File: src/rtl/simple_risc_pkg.sv
// rtl/simple_risc_pkg.sv - SimpleRISC shared types and constants for pipeline control
package simple_risc_pkg;

    localparam int          REG_W  = 4;
    localparam logic [3:0]  RA_REG = 4'd15;

    localparam logic [4:0] OP_ADD  = 5'd0;
    localparam logic [4:0] OP_SUB  = 5'd1;
    localparam logic [4:0] OP_MUL  = 5'd2;
    localparam logic [4:0] OP_DIV  = 5'd3;
    localparam logic [4:0] OP_MOD  = 5'd4;
    localparam logic [4:0] OP_CMP  = 5'd5;
    localparam logic [4:0] OP_AND  = 5'd6;
    localparam logic [4:0] OP_OR   = 5'd7;
    localparam logic [4:0] OP_NOT  = 5'd8;
    localparam logic [4:0] OP_MOV  = 5'd9;
    localparam logic [4:0] OP_LSL  = 5'd10;
    localparam logic [4:0] OP_LSR  = 5'd11;
    localparam logic [4:0] OP_ASR  = 5'd12;
    localparam logic [4:0] OP_NOP  = 5'd13;
    localparam logic [4:0] OP_LD   = 5'd14;
    localparam logic [4:0] OP_ST   = 5'd15;
    localparam logic [4:0] OP_BEQ  = 5'd16;
    localparam logic [4:0] OP_BGT  = 5'd17;
    localparam logic [4:0] OP_B    = 5'd18;
    localparam logic [4:0] OP_CALL = 5'd19;
    localparam logic [4:0] OP_RET  = 5'd20;

    typedef struct packed {
        logic             v;
        logic             wen;
        logic [REG_W-1:0] rd;
    } sb_entry_t;

    typedef enum logic [0:0] {
        RUN     = 1'b0,
        EX_WAIT = 1'b1
    } hz_state_t;

endpackage

File: src/rtl/hazard_scoreboard.sv
// rtl/hazard_scoreboard.sv - in-flight destination tracking for EX/MA/WB and RAW compare
module hazard_scoreboard
    import simple_risc_pkg::*;
#(
    parameter int WB_BYPASS = 1
) (
    input  logic             clk,
    input  logic             reset,
    input  logic             hold_ex,
    input  logic             ins_bubble,
    input  logic             of_valid,
    input  logic             of_wen,
    input  logic [REG_W-1:0] of_rd,
    input  logic [REG_W-1:0] of_rs1,
    input  logic [REG_W-1:0] of_rs2,
    input  logic             of_use_rs1,
    input  logic             of_use_rs2,
    output logic             raw_hit
);

    sb_entry_t ex_q, ex_d;
    sb_entry_t ma_q, ma_d;
    sb_entry_t wb_q, wb_d;

    function automatic logic src_match(input sb_entry_t e);
        return e.v && e.wen &&
               ((of_use_rs1 && (e.rd == of_rs1)) || (of_use_rs2 && (e.rd == of_rs2)));
    endfunction

    always_comb begin
        wb_d = ma_q;
        ma_d = ex_q;
        ex_d = ex_q;
        if (hold_ex) begin
            // long op stays in EX; a bubble drains into MA behind it
            ma_d = '0;
        end else if (ins_bubble) begin
            ex_d = '0;
        end else begin
            ex_d.v   = of_valid;
            ex_d.wen = of_wen;
            ex_d.rd  = of_rd;
        end
    end

    always_ff @(posedge clk) begin
        if (!reset) begin
            ex_q <= '0;
            ma_q <= '0;
            wb_q <= '0;
        end else begin
            ex_q <= ex_d;
            ma_q <= ma_d;
            wb_q <= wb_d;
        end
    end

    always_comb begin
        raw_hit = of_valid &&
                  (src_match(ex_q) || src_match(ma_q) ||
                   ((WB_BYPASS == 0) && src_match(wb_q)));
    end

endmodule

File: src/rtl/pipe_hazard_ctrl.sv
// rtl/pipe_hazard_ctrl.sv - stage enable/clear sequencing for RAW, flush and long EX ops
module pipe_hazard_ctrl
    import simple_risc_pkg::*;
#(
    parameter int DIV_LATENCY = 8,
    parameter int WB_BYPASS   = 1,
    parameter int CNT_W       = 16
) (
    input  logic             clk,
    input  logic             reset,
    input  logic             of_valid,
    input  logic [3:0]       of_rs1,
    input  logic [3:0]       of_rs2,
    input  logic             of_use_rs1,
    input  logic             of_use_rs2,
    input  logic             of_wen,
    input  logic [3:0]       of_rd,
    input  logic             of_is_long,
    input  logic             ex_branch_taken,
    output logic             pc_en,
    output logic             if_of_clr,
    output logic             of_ex_en,
    output logic             of_ex_clr,
    output logic             ex_ma_clr,
    output logic [CNT_W-1:0] stall_cnt,
    output logic [CNT_W-1:0] flush_cnt
);

    localparam int LW = $clog2(DIV_LATENCY + 1);

    hz_state_t        state_q, state_d;
    logic [LW-1:0]    lcnt_q, lcnt_d;
    logic [CNT_W-1:0] stall_q, stall_d;
    logic [CNT_W-1:0] flush_q, flush_d;
    logic             hold_ex, ins_bubble, raw_hit;

    function automatic logic [CNT_W-1:0] sat_inc(input logic [CNT_W-1:0] v);
        return (&v) ? v : v + 1'b1;
    endfunction

    hazard_scoreboard #(.WB_BYPASS(WB_BYPASS)) u_sb (
        .clk        (clk),
        .reset      (reset),
        .hold_ex    (hold_ex),
        .ins_bubble (ins_bubble),
        .of_valid   (of_valid),
        .of_wen     (of_wen),
        .of_rd      (of_rd),
        .of_rs1     (of_rs1),
        .of_rs2     (of_rs2),
        .of_use_rs1 (of_use_rs1),
        .of_use_rs2 (of_use_rs2),
        .raw_hit    (raw_hit)
    );

    always_comb begin
        state_d    = state_q;
        lcnt_d     = lcnt_q;
        stall_d    = stall_q;
        flush_d    = flush_q;
        pc_en      = 1'b1;
        if_of_clr  = 1'b0;
        of_ex_en   = 1'b1;
        of_ex_clr  = 1'b0;
        ex_ma_clr  = 1'b0;
        hold_ex    = 1'b0;
        ins_bubble = 1'b0;
        // while reset is held the strobes stay at their pass-through values
        if (reset) begin
            case (state_q)
                EX_WAIT: begin
                    pc_en     = 1'b0;
                    of_ex_en  = 1'b0;
                    ex_ma_clr = 1'b1;
                    hold_ex   = 1'b1;
                    stall_d   = sat_inc(stall_q);
                    lcnt_d    = lcnt_q - 1'b1;
                    if (lcnt_q == LW'(1)) begin
                        state_d = RUN;
                    end
                end
                default: begin
                    if (ex_branch_taken) begin
                        if_of_clr  = 1'b1;
                        of_ex_clr  = 1'b1;
                        ins_bubble = 1'b1;
                        flush_d    = sat_inc(flush_q);
                    end else if (raw_hit) begin
                        pc_en      = 1'b0;
                        of_ex_clr  = 1'b1;
                        ins_bubble = 1'b1;
                        stall_d    = sat_inc(stall_q);
                    end else if (of_valid && of_is_long) begin
                        state_d = EX_WAIT;
                        lcnt_d  = LW'(DIV_LATENCY - 1);
                    end
                end
            endcase
        end
    end

    always_ff @(posedge clk) begin
        if (!reset) begin
            state_q <= RUN;
            lcnt_q  <= '0;
            stall_q <= '0;
            flush_q <= '0;
        end else begin
            state_q <= state_d;
            lcnt_q  <= lcnt_d;
            stall_q <= stall_d;
            flush_q <= flush_d;
        end
    end

    assign stall_cnt = stall_q;
    assign flush_cnt = flush_q;

endmodule

File: config.mk
export PLATFORM = sky130hd
export DESIGN_NAME = pipe_hazard_ctrl
export DESIGN_NICKNAME = d
export VERILOG_FILES = /design/src/rtl/simple_risc_pkg.sv /design/src/rtl/hazard_scoreboard.sv /design/src/rtl/pipe_hazard_ctrl.sv
export SDC_FILE = /design/constraint.sdc
export NUM_CORES = 1
export LEC_CHECK = 0
export CORE_MARGIN = 5
export CORE_UTILIZATION = 36
export CTS_CLUSTER_DIAMETER = 200
export CTS_CLUSTER_SIZE = 10
export DETAILED_ROUTE_END_ITERATION = 7
export SYNTH_ARGS = -nofsm -noshare
export SYNTH_HDL_FRONTEND = slang
export SYNTH_SLANG_ARGS = --single-unit
File: constraint.sdc
create_clock -name clk -period 2.69 [get_ports clk]
set_clock_uncertainty 0.1 [all_clocks]
set_input_delay 0.538 -clock clk [delete_from_list [all_inputs] [get_ports clk]]
set_output_delay 0.538 -clock clk [all_outputs]
set_load 0.005 [all_outputs]
==> results of run 1 <==
==> final timing paths <==
| kind | slack (ns) | startpoint | end |
|---|---|---|---|
| worst max register to register | 0.36 | u_sb.ex_q[2]$_SDFFE_PN0N_ | stall_cnt[15]$_SDFFE_PN0P_ |
| worst max-delay path | 0.02 | of_rs2[2] | of_ex_clr |
| worst min register to register | 0.38 | stall_cnt[8]$_SDFFE_PN0P_ | stall_cnt[8]$_SDFFE_PN0P_ |
| worst min-delay path | 0.38 | stall_cnt[8]$_SDFFE_PN0P_ | stall_cnt[8]$_SDFFE_PN0P_ |
==> routing by layer <==
metal | share of wire [%] | vias to the layer above
met1 | 49 | 1101
li1 | - | 1195
met4 | 1.3 | 0
met5 | 0 | -
met2 | 46 | 44
met3 | 3.3 | 7
==> critical path: stages <==
cell and delay, ns:
buf_2 0.12, xnor2_1 0.13, nand4_1 0.09, or4_4 0.53, o21ai_4 0.10, nor2_4 0.07
o21ba_4 0.20, nor3_4 0.12, buf_2 0.13
==> placed cells by master (no fill, tap or decap), drive strengths merged, types with 2 or more instances in the layout <==
cell type	netlist	final
a211oi	10	10
a21oi	5	5
a31oi	2	2
a32o	6	6
and3	15	15
and4	2	2
buf	1	30
clkbuf	9	8
clkdlybuf4s50	0	45
dfxtp	49	49
dlygate4sd2	0	2
dlymetal6s2s	0	3
ha	4	4
inv	8	8
mux2i	17	17
nand2	32	32
nand2b	15	15
nand3	24	24
nand4	8	8
nor2	21	21
nor2b	3	3
nor3	2	2
o2111ai	2	2
o21ai	8	8
o22ai	2	2
o31ai	2	2
or3	3	3
or4	3	3
xnor2	13	13
xor2	16	16
==> cells in the mapped netlist, types with 8 or more instances <==
cell / instances
and3_1: 15
clkbuf_1: 9
dfxtp_1: 49
inv_1: 8
mux2i_1: 17
nand2_1: 32
nand2b_1: 15
nand3_1: 24
nand4_1: 8
nor2_1: 20
xnor2_1: 13
xor2_1: 16
==> kinds of logic after synthesis <==
| logic type | count (synthesis) | share of synthesized area (%) |
|---|---|---|
| simple gates | 131 | 26.3 |
| compound gates | 42 | 14.9 |
| buf+inv | 18 | 2.88 |
| fa+ha+maj | 4 | 1.92 |
| mux | 17 | 6.54 |
| xor+xnor | 29 | 9.76 |
| flops | 49 | 37.7 |
==> through the flow <==
stage / total power, uW / hold slack (ns)
after floorplan: 859 / 0.333
after global placement: 948 / 0.351
after detailed placement: 948 / 0.375
after CTS: 1460 / 0.387
after global routing: 1510 / 0.419
final: 1440 / 0.381
==> flip-flops by register name, indices dropped and copies added (netlist names) <==
| name | cells |
|---|---|
| stall_cnt | 16 |
| state_q | 1 |
| flush_cnt | 16 |
| u_sb.ex_q | 6 |
| u_sb.ma_q | 6 |
| lcnt_q | 4 |
==> timing repair <==
action | 4_1_cts | 5_1_grt
setup buffers | 0 | 1
gates resized for setup | 23 | 15
pin swaps | 9 | 13
setup endpoints to repair | 2 | 2
==> final cells by class <==
cell class	count	area share (%)
flip-flops and latches	49	27.5
multi-input cells	223	44.5
repair buffers	83	20.8
clock buffers	5	1.92
clock inverters	2	0.979
well taps	99	3.46
inverters	8	0.839
==> power by group through the flow <==
stage	registers [uW]	clock network [uW]	logic [uW]
finish	760	510	170
global route	764	554	187
CTS	760	527	172
detailed placement	777	0	172
global placement	778	0	170
floorplan	775	0	83.1
==> run_results.csv, run 1 <==
group,metric,value,unit
detailed_routing,finalWirelength,6340,um
final_layout,fin_cells,469,
logic_synthesis,synth.largest_area_cell,"dfxtp_1",
die,die_h,95.0,um
detailed_routing,drc,0,
hold_path,hold_depth,2,
final_layout,area_delta_synth_final,37.5,%
global_route,grt_pass1_vias,2164,
power,p_sw_share,23.4,%
global_route,gr-total-overflow,0,
setup_path,ff2ff_path_depth,9,
placed_design,io_buffers,56,
die,die_w,95.0,um
global_route,grt_pass1_wl,10400,um
logic_synthesis,synthFlopType,"dfxtp_1",
logic_synthesis,ys_ff_latch,49,
setup_path,startpoint_type,"primary input",
sta,min_period,2.67,ns
logic_synthesis,synth_nets,314,
placed_design,post_dp_cell_area,0.00344,sq mm
die,io_pins,57,
logic_synthesis,synthArstFlopShare,0,%
final_layout,multi_input_area,0.00159,sq mm
clocking,cts_sinks,49,
final_layout,design_area,0.00358,sq mm
detailed_routing,via_per_inst,5.00,
logic_synthesis,synth_edf_count,0,
sta,fin_crit_sh,99.2,%
power,pwr-share-seq,52.8,%
sta,fin_ws,0.0210,ns
run_status,outcome,"finished, final reports clean",
global_route,met1_usage,19.8,%
power,power.share.clock,35.4,%
logic_synthesis,ys_types,42,
sta,hold_violations,0,
detailed_routing,antenna_left,0,
power,ir_drop,0.183,mV
clocking,root_buffer,"clkbuf_8",
placed_design,place_hpwl,4800,um
detailed_routing,dr.pass1.iters,5,
power,intPower,1100,uW
logic_synthesis,syn_area,0.00260,sq mm
clocking,cts_inserted_buffers,5,
detailed_routing,routedWlPerCell,13.5,um
sta,fmax,0.375,GHz
power,p_per_area,403,mW/mm^2
clocking,cts_max_level,2,
sta,slew_violations,0,
placed_design,place_inst,461,
power,leakagePower,0.00132,uW
clocking,cts_buffer_depth,2,
setup_path,arrival,2.03,ns
logic_synthesis,synth.area.top_cells,"dfxtp_1 38%, mux2i_1 6.5%, xor2_1 5.4%",
logic_synthesis,netlist_instances,290,
die,dieArea,0.00903,sq mm
logic_synthesis,synth_top_area_share,37.7,%
global_route,track_usage,14.3,%
die,initial_core_util,36.5,%
logic_synthesis,yosysSeqAreaShare,37.7,%
die,core_area,0.00714,sq mm
logic_synthesis,ys.warnings.count,0,
clocking,clock_latency,0.30,ns
clocking,ctsHoldBuffers,0,
sta,tns,0,ns
final_layout,post-route-util,50.1,%
final_layout,n_fill_cell,710,
setup_path,crit_path_end_kind,"output port",
global_route,grt_util_met2,22.5,%
placed_design,routabilityCongestion,0.795,
run,maxCapViolCount,0,
power,p_switching,336,uW
logic_synthesis,avgSynthCellArea,8.97,sq um
global_route,use_met3,2.84,%
die,row_count,31,
clocking,tritoncts,"built",
final_layout,seq_area,983,sq um
detailed_routing,drt_iter0_markers,94,
global_route,grt_max_degree,25,
sta,setup_viol,0,
final_layout,num_antenna_cells,0,
detailed_routing,vias,2347,
setup_path,crit_type,"primary input to output port",
global_route,antenna_found_initial,0,
global_route,top_usage_layer,"met2",
setup_path,worstPathRequired,2.05,ns
placed_design,pre_cts_slack,-0.814,ns
hold_path,worst_hold_path_type,"flop to flop",
sta,tightest_slew,0.653,ns
sta,rsz0062_at_grt,"yes",
final_layout,layout-drive-gt1-share,17.0,%
final_layout,nets,394,
setup_path,crit_path_max_fanout,2,
sta,max_slew_margin,56.1,%
power,power_frac_comb,11.8,%
clocking,clkTransAtPathRegs,0.08,ns
(Power assumes the default switching activity.)
==> inputs of run 2 (changes only) <==
--- a/config.mk
+++ b/config.mk
@@ -10,6 +10,8 @@
 export CTS_CLUSTER_DIAMETER = 200
 export CTS_CLUSTER_SIZE = 10
 export DETAILED_ROUTE_END_ITERATION = 7
+export REMOVE_ABC_BUFFERS = 1
+export SKIP_CTS_REPAIR_TIMING = 1
 export SYNTH_ARGS = -nofsm -noshare
 export SYNTH_HDL_FRONTEND = slang
 export SYNTH_SLANG_ARGS = --single-unit
==> run 2 against run 1 <==
Effect of this change: count of clock-buffer cells in the layout grew 1; maximum frequency grew 1.2%; via count shrank 0.77%; die area is the same; sequential power is essentially flat; largest power group unchanged; highest routed layer unchanged.
==> run_results.csv, run 2 (same netlist as run 1, synthesis figures left out) <==
group,metric,value,unit
sta,fmax,0.379,GHz
die,initial_core_util,36.5,%
power,total_power,1460,uW
setup_path,r2r_start,"u_sb.ex_q[2]$_SDFFE_PN0N_",
setup_path,worstPathRequired,2.05,ns
clocking,clock_latency,0.30,ns
final_layout,post-route-util,49.8,%
setup_path,arrival,2.00,ns
hold_path,hold_end,"lcnt_q[3]$_SDFFE_PN0P_",
clocking,root_buffer,"clkbuf_8",
placed_design,place_hpwl,4720,um
power,p_sw_share,23.9,%
hold_path,hold_depth,1,
detailed_routing,routedWlPerCell,13.7,um
sta,tightest_slew,0.739,ns
setup_path,startpoint_type,"primary input",
final_layout,layout-drive-gt1-share,14.2,%
die,row_count,31,
die,dieArea,0.00903,sq mm
setup_path,crit_path_max_fanout,2,
run,maxCapViolCount,0,
setup_path,crit_path_end_kind,"output port",
power,power_frac_comb,11.3,%
detailed_routing,via_per_inst,5.02,
sta,setup_viol,0,
detailed_routing,drc,0,
setup_path,crit_type,"primary input to output port",
global_route,track_usage,14.9,%
final_layout,final_cell_mix,"48 x dfxtp_1, 45 x clkdlybuf4s50_1, 32 x nand2_1",
clocking,cts_sinks,49,
power,power.share.clock,36.6,%
detailed_routing,vias,2329,
placed_design,io_buffers,56,
sta,hold_ws,0.374,ns
power,intPower,1110,uW
sta,fin_ws,0.0530,ns
final_layout,nets,388,
placed_design,routabilityCongestion,0.771,
clocking,clkTransAtPathRegs,0.10,ns
clocking,cts_inserted_buffers,5,
global_route,grt_max_degree,27,
run_status,outcome,"finished, final reports clean",
sta,rsz0062_at_grt,"yes",
detailed_routing,antenna_left,0,
power,p_switching,348,uW
placed_design,pre_cts_slack,-0.697,ns
final_layout,num_antenna_cells,0,
detailed_routing,dr.pass1.iters,4,
placed_design,post_dp_cell_area,0.00340,sq mm
die,die_w,95.0,um
clocking,tritoncts,"built",
power,p_per_area,410,mW/mm^2
power,ir_drop,0.304,mV
detailed_routing,finalWirelength,6360,um
sta,hold_violations,0,
clocking,cts_buffer_depth,2,
final_layout,n_fill_cell,709,
final_layout,design_area,0.00355,sq mm
sta,slew_violations,0,
sta,fin_crit_sh,98.0,%
global_route,grt_pass1_wl,10700,um
sta,min_period,2.64,ns
die,core_area,0.00714,sq mm
final_layout,final_common_cell,"dfxtp_1",
die,die_h,95.0,um
detailed_routing,drt_iter0_markers,70,
clocking,cts_max_level,2,
hold_path,worst_hold_path_type,"flop to flop",
sta,max_slew_margin,50.3,%
global_route,grt_pass1_vias,2222,
die,io_pins,57,
final_layout,area_delta_synth_final,36.6,%
global_route,antenna_found_initial,0,
setup_path,ff2ff_path_depth,9,
setup_path,rrSetupSlack,0.39,ns
power,pwr-share-seq,52.1,%
hold_path,min_from,"lcnt_q[3]$_SDFFE_PN0P_",
global_route,gr-total-overflow,0,
setup_path,worstReg2RegEnd,"stall_cnt[15]$_SDFFE_PN0P_",
power,leakagePower,0.00132,uW
-- run 2: cell types whose count changed in the layout (fill, tap and decap cells not counted), moves of 2 or more --
cell / change
buf_4: -6
buf_2: -2
dlymetal6s2s_1: +5
dlygate4sd2_1: -2
-- run 2: layout make-up --
type / instances / area [sq um] / share of cell area (%)
multi-input cells: 223 / 1580 / 44.4
repair buffers: 77 / 731 / 20.6
clock buffers: 6 / 72.6 / 2.04
inverters: 8 / 30.0 / 0.845
flip-flops and latches: 49 / 982 / 27.6
well taps: 99 / 124 / 3.48
clock inverters: 2 / 38.8 / 1.09
-- run 2: power groups by stage --
| stage | logic [uW] | registers (uW) | clock network (uW) |
|---|---|---|---|
| floorplan | 73.2 | 777 | 0 |
| finish | 165 | 760 | 533 |
| global placement | 166 | 777 | 0 |
| CTS | 170 | 760 | 550 |
| global route | 184 | 763 | 586 |
| detailed placement | 169 | 777 | 0 |
-- run 2: worst max-delay path by stage --
stage | start | endpoint | slack (ns) | cells after the start
2_1_floorplan | of_rs2[0] | of_ex_clr | 0.21 | 6
3_3_place_gp | of_rs2[1] | of_ex_clr | -0.68 | 9
3_5_place_dp | of_rs2[2] | of_ex_clr | -0.70 | 9
4_1_cts | of_rs2[2] | of_ex_clr | -0.70 | 9
5_1_grt | u_sb.ex_q[2]$_SDFFE_PN0N_ | of_ex_clr | -0.05 | 8
6_report | of_rs2[1] | of_ex_clr | 0.05 | 8
-- run 2: critical path: stages --
cell and delay, ns:
dlymetal6s2s_1 0.15, xor2_1 0.15, or4_4 0.55, o21ai_4 0.10
nor2_4 0.05, o21ba_4 0.19, nor3_2 0.13, buf_2 0.13
-- run 2: per-layer routing --
metal / vias up / global-route usage, % / routed length, um
met5: - / 0 / 0
met1: 1096 / 19.1 / 3020
met3: 5 / 4.89 / 394
li1: 1182 / - / -
met2: 46 / 23.6 / 2870
met4: 0 / 4.93 / 75
-- run 2: through the flow --
step / cells / setup TNS [ns]
2_1_floorplan: 280 / 0
3_3_place_gp: 456 / -2.66
3_5_place_dp: 456 / -3.02
4_1_cts: 464 / -1.22
5_1_grt: 464 / -0.0513
6_report: 464 / 0
==> inputs of run 3 (changes only) <==
--- a/config.mk
+++ b/config.mk
@@ -7,6 +7,7 @@
 export LEC_CHECK = 0
 export CORE_MARGIN = 5
 export CORE_UTILIZATION = 36
+export CTS_BUF_LIST = sky130_fd_sc_hd__clkbuf_8 sky130_fd_sc_hd__clkbuf_16
 export CTS_CLUSTER_DIAMETER = 200
 export CTS_CLUSTER_SIZE = 10
 export DETAILED_ROUTE_END_ITERATION = 7
==> run 3 against run 2 <==
Effect of this change: sequential share of layout area unchanged; worst hold slack unchanged; cell count unchanged; register-to-register slack hardly changed; setup slack unchanged; total power down 0.25%; largest cell class unchanged; critical endpoint unchanged; first-iteration DRC count stayed put; count of clock-buffer cells in the layout shrank 1; maximum frequency did not move; global-route usage did not move; combinational power about the same; sequential power hardly changed.
==> run_results.csv, run 3 (same netlist as run 1, synthesis figures left out) <==
group,metric,value,unit
run_status,outcome,"finished, final reports clean",
detailed_routing,via_per_inst,5.02,
sta,setup_viol,0,
setup_path,crit_type,"primary input to output port",
sta,tightest_slew,0.739,ns
power,intPower,1110,uW
detailed_routing,dr.pass1.iters,4,
hold_path,hold_depth,1,
setup_path,worstPathRequired,2.05,ns
setup_path,worstReg2RegEnd,"stall_cnt[15]$_SDFFE_PN0P_",
sta,min_period,2.64,ns
power,p_switching,348,uW
clocking,cts_sinks,49,
detailed_routing,finalWirelength,6360,um
clocking,cts_inserted_buffers,5,
power,p_sw_share,23.9,%
setup_path,crit_path_end_kind,"output port",
die,die_h,95.0,um
clocking,cts_max_level,2,
setup_path,crit_path_max_fanout,2,
power,p_per_area,409,mW/mm^2
detailed_routing,drt_iter0_markers,70,
clocking,root_buffer,"clkbuf_8",
setup_path,cp_num_buf_inv,2,
die,core_area,0.00714,sq mm
placed_design,place_hpwl,4720,um
power,power.share.clock,36.4,%
global_route,antenna_found_initial,0,
global_route,grt_pass1_wl,10700,um
setup_path,r2r_start,"u_sb.ex_q[2]$_SDFFE_PN0N_",
setup_path,crit_slowest_cell,"or4_4",
power,power_frac_comb,11.4,%
sta,slew_violations,0,
final_layout,final_cell_mix,"48 x dfxtp_1, 45 x clkdlybuf4s50_1, 32 x nand2_1",
final_layout,post-route-util,49.8,%
power,ir_drop,0.304,mV
placed_design,routabilityCongestion,0.771,
sta,max_slew_margin,50.3,%
final_layout,nets,388,
die,dieArea,0.00903,sq mm
detailed_routing,drc,0,
die,row_count,31,
detailed_routing,antenna_left,0,
sta,fmax,0.379,GHz
die,io_pins,57,
global_route,gr-total-overflow,0,
final_layout,area_delta_synth_final,36.6,%
final_layout,fin_cells,464,
power,leakagePower,0.00133,uW
sta,rsz0062_at_grt,"yes",
global_route,grt_pass1_vias,2222,
sta,hold_ws,0.374,ns
clocking,clkTransAtPathRegs,0.10,ns
setup_path,max_stage_delay,0.55,ns
final_layout,final_common_cell,"dfxtp_1",
setup_path,crit_family,"simple AND/OR/NAND/NOR gates",
die,initial_core_util,36.5,%
placed_design,place_inst,456,
global_route,grt_max_degree,27,
sta,hold_violations,0,
setup_path,crit_chain,"dlymetal6s2s_1, xor2_1, or4_4, o21ai_4, nor2_4, o21ba_4, nor3_2, buf_2",
hold_path,worst_hold_path_type,"flop to flop",
hold_path,min_from,"lcnt_q[3]$_SDFFE_PN0P_",
setup_path,arrival,2.00,ns
die,die_w,95.0,um
clocking,tritoncts,"built",
setup_path,rrSetupSlack,0.39,ns
hold_path,hold_end,"lcnt_q[3]$_SDFFE_PN0P_",
run,maxCapViolCount,0,
final_layout,layout-drive-gt1-share,14.2,%
setup_path,ff2ff_path_depth,9,
final_layout,design_area,0.00355,sq mm
placed_design,io_buffers,56,
sta,fin_crit_sh,98.0,%
power,pwr-share-seq,52.3,%
global_route,track_usage,14.9,%
clocking,clock_latency,0.30,ns
detailed_routing,routedWlPerCell,13.7,um
clocking,cts_buffer_depth,2,
placed_design,post_dp_cell_area,0.00340,sq mm
final_layout,num_antenna_cells,0,
setup_path,startpoint_type,"primary input",
detailed_routing,vias,2329,
run 3: metrics by stage:
stage | total power (uW) | setup WS [ns] | TNS (ns)
2_1_floorplan | 850 | 0.215 | 0
6_report | 1450 | 0.0530 | 0
3_3_place_gp | 942 | -0.685 | -2.66
3_5_place_dp | 945 | -0.697 | -3.02
4_1_cts | 1480 | -0.698 | -1.22
5_1_grt | 1530 | -0.0513 | -0.0513
run 3: how the worst max path moves through the flow:
stage          depth (start not counted)         to  slack, ns                 startpoint
6_report                               8  of_ex_clr       0.05                  of_rs2[1]
5_1_grt                                8  of_ex_clr      -0.05  u_sb.ex_q[2]$_SDFFE_PN0N_
4_1_cts                                9  of_ex_clr      -0.70                  of_rs2[2]
3_5_place_dp                           9  of_ex_clr      -0.70                  of_rs2[2]
3_3_place_gp                           9  of_ex_clr      -0.68                  of_rs2[1]
2_1_floorplan                          6  of_ex_clr       0.21                  of_rs2[0]
run 3: area by class of cell:
type | instances | area (sq um)
Fill cell | 709 | 3580
Multi-Input combinational cell | 223 | 1580
Sequential cell | 49 | 982
Timing Repair Buffer | 77 | 731
Tap cell | 99 | 124
Clock buffer | 5 | 68.8
Clock inverter | 3 | 42.5
Inverter | 8 | 30.0
run 3: power groups by stage:
stage	Sequential (uW)	Clock (uW)	Combinational [uW]
global route	763	583	184
finish	760	529	165
floorplan	777	0	73.2
global placement	777	0	166
CTS	760	547	170
detailed placement	777	0	169
run 3: worst reg2reg max path, delay by kind of cell, from the launching register on:
kind	cells	cell delay (ns)
buf+inv	2	0.33
compound gates	3	0.55
simple gates	2	0.59
mux	1	0.21
flops	1	0.34
xor+xnor	1	0.12
run 3: metal layers:
layer | track usage [%] | routed length [um] | part of all wire, % | up-vias
met2 | 23.6 | 2870 | 45 | 46
met1 | 19.1 | 3020 | 47 | 1096
li1 | - | - | - | 1182
met4 | 4.93 | 75 | 1.2 | 0
met3 | 4.89 | 394 | 6.2 | 5
met5 | 0 | 0 | 0 | -
